## config.mk

```make
export PLATFORM = sky130hd
export DESIGN_NAME = ps2_keyboard
export DESIGN_NICKNAME = d
export VERILOG_FILES = /design/src/rtl/apple1_pkg.sv /design/src/rtl/ps2_scancode_to_ascii.sv /design/src/rtl/ps2_keyboard.sv
export SDC_FILE = /design/constraint.sdc
export NUM_CORES = 1
export LEC_CHECK = 0
export CORE_MARGIN = 8
export CORE_UTILIZATION = 61
export CTS_CLUSTER_DIAMETER = 50
export DETAILED_ROUTE_END_ITERATION = 16
export PLACE_DENSITY = 0.77
export SYNTH_ARGS = -nofsm -noshare
export SYNTH_HDL_FRONTEND = slang
export SYNTH_SLANG_ARGS = --single-unit
```

## constraint.sdc

```tcl
create_clock -name clk14 -period 3.25 [get_ports clk14]
set_input_delay 0.65 -clock clk14 [delete_from_list [all_inputs] [get_ports clk14]]
set_output_delay 0.65 -clock clk14 [all_outputs]
set_load 0.1 [all_outputs]
```

## src/rtl/apple1_pkg.sv

```systemverilog
// apple1_pkg
//   Definitions shared by the PS/2 keyboard front end of the Apple-1 core:
//   - PS/2 set-2 scancode constants used by the decoder
//   - the serial receiver state encoding
//   - a frame validity helper (odd parity over data+parity, stop bit high)
package apple1_pkg;

  // Prefix bytes
  localparam logic [7:0] SC_EXT    = 8'hE0;
  localparam logic [7:0] SC_BREAK  = 8'hF0;

  // Modifier and special keys
  localparam logic [7:0] SC_LSHIFT = 8'h12;
  localparam logic [7:0] SC_RSHIFT = 8'h59;
  localparam logic [7:0] SC_CTRL   = 8'h14;
  localparam logic [7:0] SC_ENTER  = 8'h5A;
  localparam logic [7:0] SC_F1     = 8'h05;
  localparam logic [7:0] SC_F12    = 8'h07;

  // Receiver states: start bit is consumed in IDLE, so DATA begins at bit 0
  typedef enum logic [1:0] {
    IDLE   = 2'd0,
    DATA   = 2'd1,
    PARITY = 2'd2,
    STOP   = 2'd3
  } rx_state_e;

  // A frame is accepted only with odd parity across data+parity and a high stop bit
  function automatic logic frame_ok(input logic [7:0] data,
                                    input logic       parity,
                                    input logic       stop);
    return (^{data, parity}) & stop;
  endfunction

endpackage

```

## src/rtl/ps2_scancode_to_ascii.sv

```systemverilog
// ps2_scancode_to_ascii
//   Combinational translation of a PS/2 set-2 make code into 7-bit ASCII for
//   the Apple-1 (uppercase-only character set).
// Ports:
//   scancode [7:0] in   make code (prefix bytes never reach here as characters)
//   shift          in   either shift key held
//   ctrl           in   ctrl key held
//   ext            in   code was preceded by E0
//   ascii    [6:0] out  translated character (0 when not valid)
//   valid          out  scancode maps to a character
module ps2_scancode_to_ascii
  import apple1_pkg::*;
(
  input  logic [7:0] scancode,
  input  logic       shift,
  input  logic       ctrl,
  input  logic       ext,
  output logic [6:0] ascii,
  output logic       valid
);

  logic [6:0] base_ascii;
  logic       is_letter;

  always_comb begin
    base_ascii = 7'h00;
    valid      = 1'b0;
    is_letter  = 1'b0;

    if (ext) begin
      // Keypad Enter is the only extended key that types a character
      if (scancode == SC_ENTER) begin
        base_ascii = 7'h0D;
        valid      = 1'b1;
      end
    end else begin
      valid = 1'b1;
      case (scancode)
        // Letters: always uppercase, shift has no effect
        8'h1C: begin base_ascii = 7'h41; is_letter = 1'b1; end // A
        8'h32: begin base_ascii = 7'h42; is_letter = 1'b1; end // B
        8'h21: begin base_ascii = 7'h43; is_letter = 1'b1; end // C
        8'h23: begin base_ascii = 7'h44; is_letter = 1'b1; end // D
        8'h24: begin base_ascii = 7'h45; is_letter = 1'b1; end // E
        8'h2B: begin base_ascii = 7'h46; is_letter = 1'b1; end // F
        8'h34: begin base_ascii = 7'h47; is_letter = 1'b1; end // G
        8'h33: begin base_ascii = 7'h48; is_letter = 1'b1; end // H
        8'h43: begin base_ascii = 7'h49; is_letter = 1'b1; end // I
        8'h3B: begin base_ascii = 7'h4A; is_letter = 1'b1; end // J
        8'h42: begin base_ascii = 7'h4B; is_letter = 1'b1; end // K
        8'h4B: begin base_ascii = 7'h4C; is_letter = 1'b1; end // L
        8'h3A: begin base_ascii = 7'h4D; is_letter = 1'b1; end // M
        8'h31: begin base_ascii = 7'h4E; is_letter = 1'b1; end // N
        8'h44: begin base_ascii = 7'h4F; is_letter = 1'b1; end // O
        8'h4D: begin base_ascii = 7'h50; is_letter = 1'b1; end // P
        8'h15: begin base_ascii = 7'h51; is_letter = 1'b1; end // Q
        8'h2D: begin base_ascii = 7'h52; is_letter = 1'b1; end // R
        8'h1B: begin base_ascii = 7'h53; is_letter = 1'b1; end // S
        8'h2C: begin base_ascii = 7'h54; is_letter = 1'b1; end // T
        8'h3C: begin base_ascii = 7'h55; is_letter = 1'b1; end // U
        8'h2A: begin base_ascii = 7'h56; is_letter = 1'b1; end // V
        8'h1D: begin base_ascii = 7'h57; is_letter = 1'b1; end // W
        8'h22: begin base_ascii = 7'h58; is_letter = 1'b1; end // X
        8'h35: begin base_ascii = 7'h59; is_letter = 1'b1; end // Y
        8'h1A: begin base_ascii = 7'h5A; is_letter = 1'b1; end // Z

        // Digit row, with US shifted symbols
        8'h45: base_ascii = shift ? 7'h29 : 7'h30; // 0 )
        8'h16: base_ascii = shift ? 7'h21 : 7'h31; // 1 !
        8'h1E: base_ascii = shift ? 7'h40 : 7'h32; // 2 @
        8'h26: base_ascii = shift ? 7'h23 : 7'h33; // 3 #
        8'h25: base_ascii = shift ? 7'h24 : 7'h34; // 4 $
        8'h2E: base_ascii = shift ? 7'h25 : 7'h35; // 5 %
        8'h36: base_ascii = shift ? 7'h5E : 7'h36; // 6 ^
        8'h3D: base_ascii = shift ? 7'h26 : 7'h37; // 7 &
        8'h3E: base_ascii = shift ? 7'h2A : 7'h38; // 8 *
        8'h46: base_ascii = shift ? 7'h28 : 7'h39; // 9 (

        // Punctuation; shifted forms limited to the uppercase-only set
        8'h4E: base_ascii = shift ? 7'h5F : 7'h2D; // - _
        8'h55: base_ascii = shift ? 7'h2B : 7'h3D; // = +
        8'h4C: base_ascii = shift ? 7'h3A : 7'h3B; // ; :
        8'h52: base_ascii = shift ? 7'h22 : 7'h27; // ' "
        8'h41: base_ascii = shift ? 7'h3C : 7'h2C; // , <
        8'h49: base_ascii = shift ? 7'h3E : 7'h2E; // . >
        8'h4A: base_ascii = shift ? 7'h3F : 7'h2F; // / ?
        8'h54: base_ascii = 7'h5B;                 // [
        8'h5B: base_ascii = 7'h5D;                 // ]
        8'h5D: base_ascii = 7'h5C;                 // backslash

        // Control keys
        8'h29: base_ascii = 7'h20;                 // space
        8'h5A: base_ascii = 7'h0D;                 // Enter
        8'h66: base_ascii = 7'h5F;                 // Backspace shows as underscore (Apple-1 rubout)
        8'h76: base_ascii = 7'h1B;                 // Esc

        default: valid = 1'b0;
      endcase
    end
  end

  // Ctrl folds a letter into the 0x01-0x1A control range
  assign ascii = (ctrl && is_letter) ? (base_ascii & 7'h1F) : base_ascii;

endmodule

```

## src/rtl/ps2_keyboard.sv

```systemverilog
// ps2_keyboard
//   PS/2 keyboard receiver and set-2 decoder for the Apple-1 PIA keyboard port.
//   Synchronizes and debounces the PS/2 clock, deserializes 11-bit frames on the
//   filtered falling edge, validates parity/stop, tracks prefix and modifier
//   state, and latches translated characters with a ready/ack handshake.
// Parameters:
//   FILTER_LEN      cycles ps2_clk must hold a new level before the filtered clock follows
//   TIMEOUT_CYCLES  idle cycles outside IDLE before a partial frame is abandoned
// Ports:
//   clk14           in   system clock (14.31818 MHz)
//   rst_n           in   asynchronous active-low reset
//   ps2_clk         in   PS/2 clock (asynchronous)
//   ps2_data        in   PS/2 data  (asynchronous)
//   key_ascii [6:0] out  last decoded character
//   key_ready       out  character available (PIA KBD strobe)
//   key_ack         in   PIA data register read; clears key_ready
//   reset_key       out  high while F12 is held
//   cls_key         out  high while F1 is held
//   frame_err       out  one-cycle pulse per discarded frame
module ps2_keyboard
  import apple1_pkg::*;
#(
  parameter int FILTER_LEN     = 8,
  parameter int TIMEOUT_CYCLES = 14318
) (
  input  logic       clk14,
  input  logic       rst_n,
  input  logic       ps2_clk,
  input  logic       ps2_data,
  output logic [6:0] key_ascii,
  output logic       key_ready,
  input  logic       key_ack,
  output logic       reset_key,
  output logic       cls_key,
  output logic       frame_err
);

  localparam int FILT_W = (FILTER_LEN > 1) ? $clog2(FILTER_LEN) : 1;
  localparam int TMO_W  = (TIMEOUT_CYCLES > 1) ? $clog2(TIMEOUT_CYCLES) : 1;
  localparam logic [FILT_W-1:0] FILT_LAST = FILT_W'(FILTER_LEN - 1);
  localparam logic [TMO_W-1:0]  TMO_LAST  = TMO_W'(TIMEOUT_CYCLES - 1);

  // ---------------------------------------------------------------------------
  // Input synchronizers (idle level of the PS/2 lines is high)
  // ---------------------------------------------------------------------------
  logic [1:0] clk_sync_q;
  logic [1:0] data_sync_q;
  logic       ps2_clk_s;
  logic       ps2_data_s;

  always_ff @(posedge clk14 or negedge rst_n) begin
    if (!rst_n) begin
      clk_sync_q  <= 2'b11;
      data_sync_q <= 2'b11;
    end else begin
      clk_sync_q  <= {clk_sync_q[0], ps2_clk};
      data_sync_q <= {data_sync_q[0], ps2_data};
    end
  end

  assign ps2_clk_s  = clk_sync_q[1];
  assign ps2_data_s = data_sync_q[1];

  // ---------------------------------------------------------------------------
  // Clock glitch filter: the counter runs only while the synchronized clock
  // disagrees with the filtered one; any agreement restarts it.
  // ---------------------------------------------------------------------------
  logic              clk_filt_q, clk_filt_d;
  logic [FILT_W-1:0] filt_cnt_q, filt_cnt_d;
  logic              fall_edge;

  always_comb begin
    clk_filt_d = clk_filt_q;
    filt_cnt_d = '0;
    fall_edge  = 1'b0;
    if (ps2_clk_s != clk_filt_q) begin
      if (filt_cnt_q == FILT_LAST) begin
        clk_filt_d = ps2_clk_s;
        fall_edge  = ~ps2_clk_s;
      end else begin
        filt_cnt_d = filt_cnt_q + 1'b1;
      end
    end
  end

  always_ff @(posedge clk14 or negedge rst_n) begin
    if (!rst_n) begin
      clk_filt_q <= 1'b1;
      filt_cnt_q <= '0;
    end else begin
      clk_filt_q <= clk_filt_d;
      filt_cnt_q <= filt_cnt_d;
    end
  end

  // ---------------------------------------------------------------------------
  // Frame receiver
  // ---------------------------------------------------------------------------
  rx_state_e        state_q, state_d;
  logic [2:0]       bit_cnt_q, bit_cnt_d;
  logic [7:0]       shift_q, shift_d;
  logic             parity_q, parity_d;
  logic [TMO_W-1:0] tmo_q, tmo_d;
  logic             scan_valid_q, scan_valid_d;
  logic [7:0]       scan_code_q, scan_code_d;
  logic             frame_err_q, frame_err_d;

  always_comb begin
    state_d      = state_q;
    bit_cnt_d    = bit_cnt_q;
    shift_d      = shift_q;
    parity_d     = parity_q;
    tmo_d        = tmo_q;
    scan_valid_d = 1'b0;
    scan_code_d  = scan_code_q;
    frame_err_d  = 1'b0;

    // Watchdog: only armed mid-frame, restarted by every falling edge
    if (state_q == IDLE || fall_edge) begin
      tmo_d = '0;
    end else if (tmo_q == TMO_LAST) begin
      state_d     = IDLE;
      bit_cnt_d   = '0;
      shift_d     = '0;
      tmo_d       = '0;
      frame_err_d = 1'b1;
    end else begin
      tmo_d = tmo_q + 1'b1;
    end

    if (fall_edge) begin
      case (state_q)
        IDLE: begin
          if (!ps2_data_s) begin
            state_d   = DATA;
            bit_cnt_d = '0;
          end
        end
        DATA: begin
          shift_d   = {ps2_data_s, shift_q[7:1]};
          bit_cnt_d = bit_cnt_q + 1'b1;
          if (bit_cnt_q == 3'd7) state_d = PARITY;
        end
        PARITY: begin
          parity_d = ps2_data_s;
          state_d  = STOP;
        end
        STOP: begin
          state_d   = IDLE;
          bit_cnt_d = '0;
          if (frame_ok(shift_q, parity_q, ps2_data_s)) begin
            scan_valid_d = 1'b1;
            scan_code_d  = shift_q;
          end else begin
            frame_err_d = 1'b1;
          end
        end
        default: state_d = IDLE;
      endcase
    end
  end

  always_ff @(posedge clk14 or negedge rst_n) begin
    if (!rst_n) begin
      state_q      <= IDLE;
      bit_cnt_q    <= '0;
      shift_q      <= '0;
      parity_q     <= 1'b0;
      tmo_q        <= '0;
      scan_valid_q <= 1'b0;
      scan_code_q  <= '0;
      frame_err_q  <= 1'b0;
    end else begin
      state_q      <= state_d;
      bit_cnt_q    <= bit_cnt_d;
      shift_q      <= shift_d;
      parity_q     <= parity_d;
      tmo_q        <= tmo_d;
      scan_valid_q <= scan_valid_d;
      scan_code_q  <= scan_code_d;
      frame_err_q  <= frame_err_d;
    end
  end

  // ---------------------------------------------------------------------------
  // Scancode decoder
  // ---------------------------------------------------------------------------
  logic       ext_q, ext_d;
  logic       brk_q, brk_d;
  logic       lshift_q, lshift_d;
  logic       rshift_q, rshift_d;
  logic       ctrl_q, ctrl_d;
  logic       reset_key_q, reset_key_d;
  logic       cls_key_q, cls_key_d;
  logic [6:0] key_ascii_q, key_ascii_d;
  logic       key_ready_q, key_ready_d;
  logic       make_code;
  logic [6:0] tbl_ascii;
  logic       tbl_valid;

  ps2_scancode_to_ascii u_table (
    .scancode (scan_code_q),
    .shift    (lshift_q | rshift_q),
    .ctrl     (ctrl_q),
    .ext      (ext_q),
    .ascii    (tbl_ascii),
    .valid    (tbl_valid)
  );

  always_comb begin
    ext_d       = ext_q;
    brk_d       = brk_q;
    lshift_d    = lshift_q;
    rshift_d    = rshift_q;
    ctrl_d      = ctrl_q;
    reset_key_d = reset_key_q;
    cls_key_d   = cls_key_q;
    key_ascii_d = key_ascii_q;
    key_ready_d = key_ready_q;
    make_code   = ~brk_q;

    if (key_ack && key_ready_q) key_ready_d = 1'b0;

    if (scan_valid_q) begin
      if (scan_code_q == SC_EXT) begin
        ext_d = 1'b1;
      end else if (scan_code_q == SC_BREAK) begin
        brk_d = 1'b1;
      end else begin
        ext_d = 1'b0;
        brk_d = 1'b0;
        // E0 12 is a fake shift emitted around PrintScreen; ignore it
        if (!ext_q && scan_code_q == SC_LSHIFT) lshift_d    = make_code;
        if (!ext_q && scan_code_q == SC_RSHIFT) rshift_d    = make_code;
        if (scan_code_q == SC_CTRL)             ctrl_d      = make_code;
        if (!ext_q && scan_code_q == SC_F12)    reset_key_d = make_code;
        if (!ext_q && scan_code_q == SC_F1)     cls_key_d   = make_code;
        // A fresh character beats a simultaneous ack
        if (make_code && tbl_valid) begin
          key_ascii_d = tbl_ascii;
          key_ready_d = 1'b1;
        end
      end
    end
  end

  always_ff @(posedge clk14 or negedge rst_n) begin
    if (!rst_n) begin
      ext_q       <= 1'b0;
      brk_q       <= 1'b0;
      lshift_q    <= 1'b0;
      rshift_q    <= 1'b0;
      ctrl_q      <= 1'b0;
      reset_key_q <= 1'b0;
      cls_key_q   <= 1'b0;
      key_ascii_q <= '0;
      key_ready_q <= 1'b0;
    end else begin
      ext_q       <= ext_d;
      brk_q       <= brk_d;
      lshift_q    <= lshift_d;
      rshift_q    <= rshift_d;
      ctrl_q      <= ctrl_d;
      reset_key_q <= reset_key_d;
      cls_key_q   <= cls_key_d;
      key_ascii_q <= key_ascii_d;
      key_ready_q <= key_ready_d;
    end
  end

  assign key_ascii = key_ascii_q;
  assign key_ready = key_ready_q;
  assign reset_key = reset_key_q;
  assign cls_key   = cls_key_q;
  assign frame_err = frame_err_q;

endmodule

```

==> metrics.md <==
| Metric | Value |
|---|---|
| Outcome | completed |
| LEAKAGE | roughly 1.9 nW |
| Grt met1 use | 28.9% |
| Clk pwr share | between 40% and 50% |
| Final Util | 70.5% |
| Cells along the critical path | or4b_1 > o22ai_1 > a21oi_1 > nor4b_1 > and4_4 > or4_4 > o32a_1 |
| Initial core utilization | a little over three fifths |
| Post-CTS sizing | 0 |
| Worst-case clock skew | 0.00957 ns |
| CTS tree | done |
| Min Clock Period, post-route | 3.00 ns |
| Top cells by area, synth | dfrtp_1, nand2_1, nor2_1 |
| # port buffers | 15 |
| Post-synthesis simple-gate area fraction | 24.8% |
| CP delay by family, top | simple AND/OR/NAND/NOR gates |
| Sum of negative setup slack | 0 ns |
| P per Cell Area | 348 mW/mm^2 |
| CTS root buf | clkbuf_8 |
| Num rows | 29 |
| Number of buffers created by CTS | 9 |
| Post-CTS Repair Setup Buffers | 0 |
| Drc violations | 0 |
| Adder and majority gate portion of the synthesized area | 1.89% |
| RSZ-0062 raised after global routing | false |
| First-pass GRT wire length | between 15,000 and 20,000 um |
| Worst skew pair latency | around 0.35 ns |
| Vias in the first global route | 3,769 |
| Hold Slack | 0.354 ns |
| Count of pins over their slew limit | 0 |
| Vias/cell | 7.00 |
| Initial antenna violation count | 0 |
| Routed Antenna Nets | 0 |
| I/O pins | 16 |
| Die width | 96.8 um |
| CTS H-tree lvls | 3 |
| Share of the synthesized area in the top cell type | 35.2% |
| Switching share of power | 24.5% |
| Final Net Count | about 470 |
| Req. time, crit path | 3.49 ns |
| Seq pwr share | 51.8% |
| Sequential area share after synthesis | roughly two fifths |
| Synth-to-Final Area Change | 11.8% |
| Synth Area per Inst | just over 9 um^2 |
| Worst-path fanout max | 13 |
| CP max stage delay | 0.83 ns |
| Largest net degree at the start of global routing | between 40 and 50 |
| Post-synth EDFFs | 0 |
| DR WL/cell | 22.4 um |
| Grt met2 use | 43.1% |
| Critical Path AT | 3.24 ns |
| Max Buffers Root-to-Sink | 2 |
| Slowest-stage cell, CP | or4b_1 |
| Die Y | 96.8 um |
| CTS sink cnt | a little over 60 |
| Crit share post-route | 92.3% |
| Post-Syn Instances | 435 |
| CTS clk-pin slew, worst paths | 0.08 ns |
| Grt peak-use layer | met2 |
| Die area | around 0.0094 mm^2 |
| Slew headroom | 26.3% |
| Combinational group share of total power | approximately 3.7% |
| Share of flip-flops with an asynchronous set or reset | 100% |
| Routed WL | 12,100 um |
| Placed cell count | 524 |
| Int Power | between 1 and 1.5 mW |
| Worst slew pin tran | 1.10 ns |
| Gp weighted congestion | 1.03 |
| Critical path startpoint category | register |
| Syn Nets | 446 |
| Yosys reg bits | 61 |
| Number of max-cap violations | 0 |
| Largest family of logic cells by synthesized area | simple AND/OR/NAND/NOR gates |
| Yosys warns | 0 |
| Ys flop type | dfrtp_1 |
| Most instantiated library cell after synthesis | dfrtp_1 |
| Most frequent cells after synthesis | dfrtp_1, nand2_1, nor2_1 |
| Total global routing track utilization | 25.5% |
| Initial DRC Count | 492 |
| Cell Area, Synth | 0.00398 mm^2 |
| Post-Synth XOR/XNOR Area | 4.84% |
| Count of buffer and inverter cells on the critical path | 0 |
| Share of cells above drive strength 1 | between 15 and 20% |
| CP Capture Type | register |
| Largest vdd supply drop | 0.362 mV |
| Setup Crit Path Kind | register to register |
| HP Class | register to register |
| Core area | 0.00631 mm^2 |
| Drt pass-1 iters | 5 |
| Synth Area in Compound Gates | 20.3% |
| Met3 usage in global routing | 4.55% |
| Highest Clock Rate | around 330 MHz |
| Layout Cells excl Fill | 540 |
| Cell variety after synth | 73 |
| Final setup viols | 0 |
| # diodes | 0 |
| GRT overflow | 0 |
| Routed vias | 3,782 |
| Mux cell area share after synthesis | under 10% |
| Post-synth top area cell | dfrtp_1 |
| Switch Pwr | 0.379 mW |
| Fin. Hold Viols | 0 |
| DP HPWL | roughly 8600 um |
| Cts-stage hold buffer count | 0 |
==> state kept, by name, indices dropped and copies added, names as in the netlist, 2 cells and up <==
register	cells
clk_sync_q	2
bit_cnt_q	3
state_q	2
data_sync_q	2
scan_code_q	8
key_ascii	7
tmo_q	14
filt_cnt_q	3
shift_q	8
==> logic make-up (layout without fill, tap and decap cells) <==
logic type / count (synthesis) / in the layout
multiplexers: 14 / 14
XOR/XNOR: 22 / 22
buffers and inverters: 46 / 74
adder cells (fa/ha/maj): 6 / 6
AND/OR/NAND/NOR: 172 / 172
flip-flops: 61 / 61
AO/OA/AOI/OAI: 114 / 114
==> layout make-up <==
type | count | area [um^2]
timing repair buffer | 45 | 355
clock inverter | 7 | 75.1
sequential | 61 | 1530
inverter | 13 | 48.8
clock buffer | 9 | 124
multi-input combinational | 328 | 2220
fill | 479 | 1860
tap | 77 | 96.3
==> worst register-to-register path, stage by stage, from the launching register on <==
cell	delay, ns
dfrtp_1	0.51
or4b_1	0.83
o22ai_1	0.22
a21oi_1	0.08
nor4b_1	0.20
and4_4	0.22
or4_4	0.47
o32a_1	0.36
==> metrics by stage <==
step / power [mW] / setup WS (ns) / area, um^2
after CTS: 1.56 / 0.307 / 4450
after global placement: 0.866 / 0.340 / 4250
after global routing: 1.60 / 0.212 / 4450
final: 1.55 / 0.251 / 4450
after floorplan: 0.843 / 0.680 / 3980
after detailed placement: 0.874 / 0.313 / 4250
==> path summary, 6_finish.rpt <==
path                             endpoint            from  depth (start not counted)  slack [ns]
max                          key_ascii[3]  scan_code_q[5]                          7        0.25
min                        data_sync_q[1]  data_sync_q[0]                          0        0.35
max reg2reg                  key_ascii[3]  scan_code_q[5]                          7        0.25
min reg2reg                data_sync_q[1]  data_sync_q[0]                          0        0.35
max in group asynchronous    key_ascii[4]           rst_n                          2        2.04
min in group asynchronous        tmo_q[7]           rst_n                          1        0.40
==> power by group through the flow <==
stage	combinational, mW	clock (mW)	sequential, mW
6_report	0.0579	0.689	0.804
5_1_grt	0.0665	0.725	0.805
4_1_cts	0.0598	0.695	0.804
3_5_place_dp	0.0562	0	0.818
3_3_place_gp	0.0516	0	0.815
2_1_floorplan	0.0308	0	0.812
==> cells in the final DEF, fill, tap and decap left out, types with 4 or more instances in the layout <==
master     synthesis  routed
a32oi_1            6       6
nand4b_1           4       4
clkbuf_8           0       9
a21oi_1           20      20
nor3_1            10      10
xor2_1            13      13
o2bb2ai_1          4       4
nor2_1            37      37
xnor2_1            9       9
or3_1              4       4
and3_1             6       6
o211ai_1           5       5
dfstp_2            5       5
dfrtp_1           56      56
a31oi_1            5       5
nand2b_1           9       9
nand4_1            8       8
buf_4              0      40
o21ai_0           21      21
nor4_1             4       4
nand2_1           41      41
o32ai_1            4       4
a211oi_1           5       5
inv_1             13      13
a22o_1            11      11
nor2b_1            5       5
mux2_1             8       8
nand3_1           13      13
o22ai_1            8       8
ha_1               6       6
==> routing by layer <==
metal,share of wire (%),vias up
met5,0,-
met4,5.4,0
met1,37,1797
li1,-,1657
met3,8.2,66
met2,50,262
Note: power is estimated with default switching activity, not from simulation.
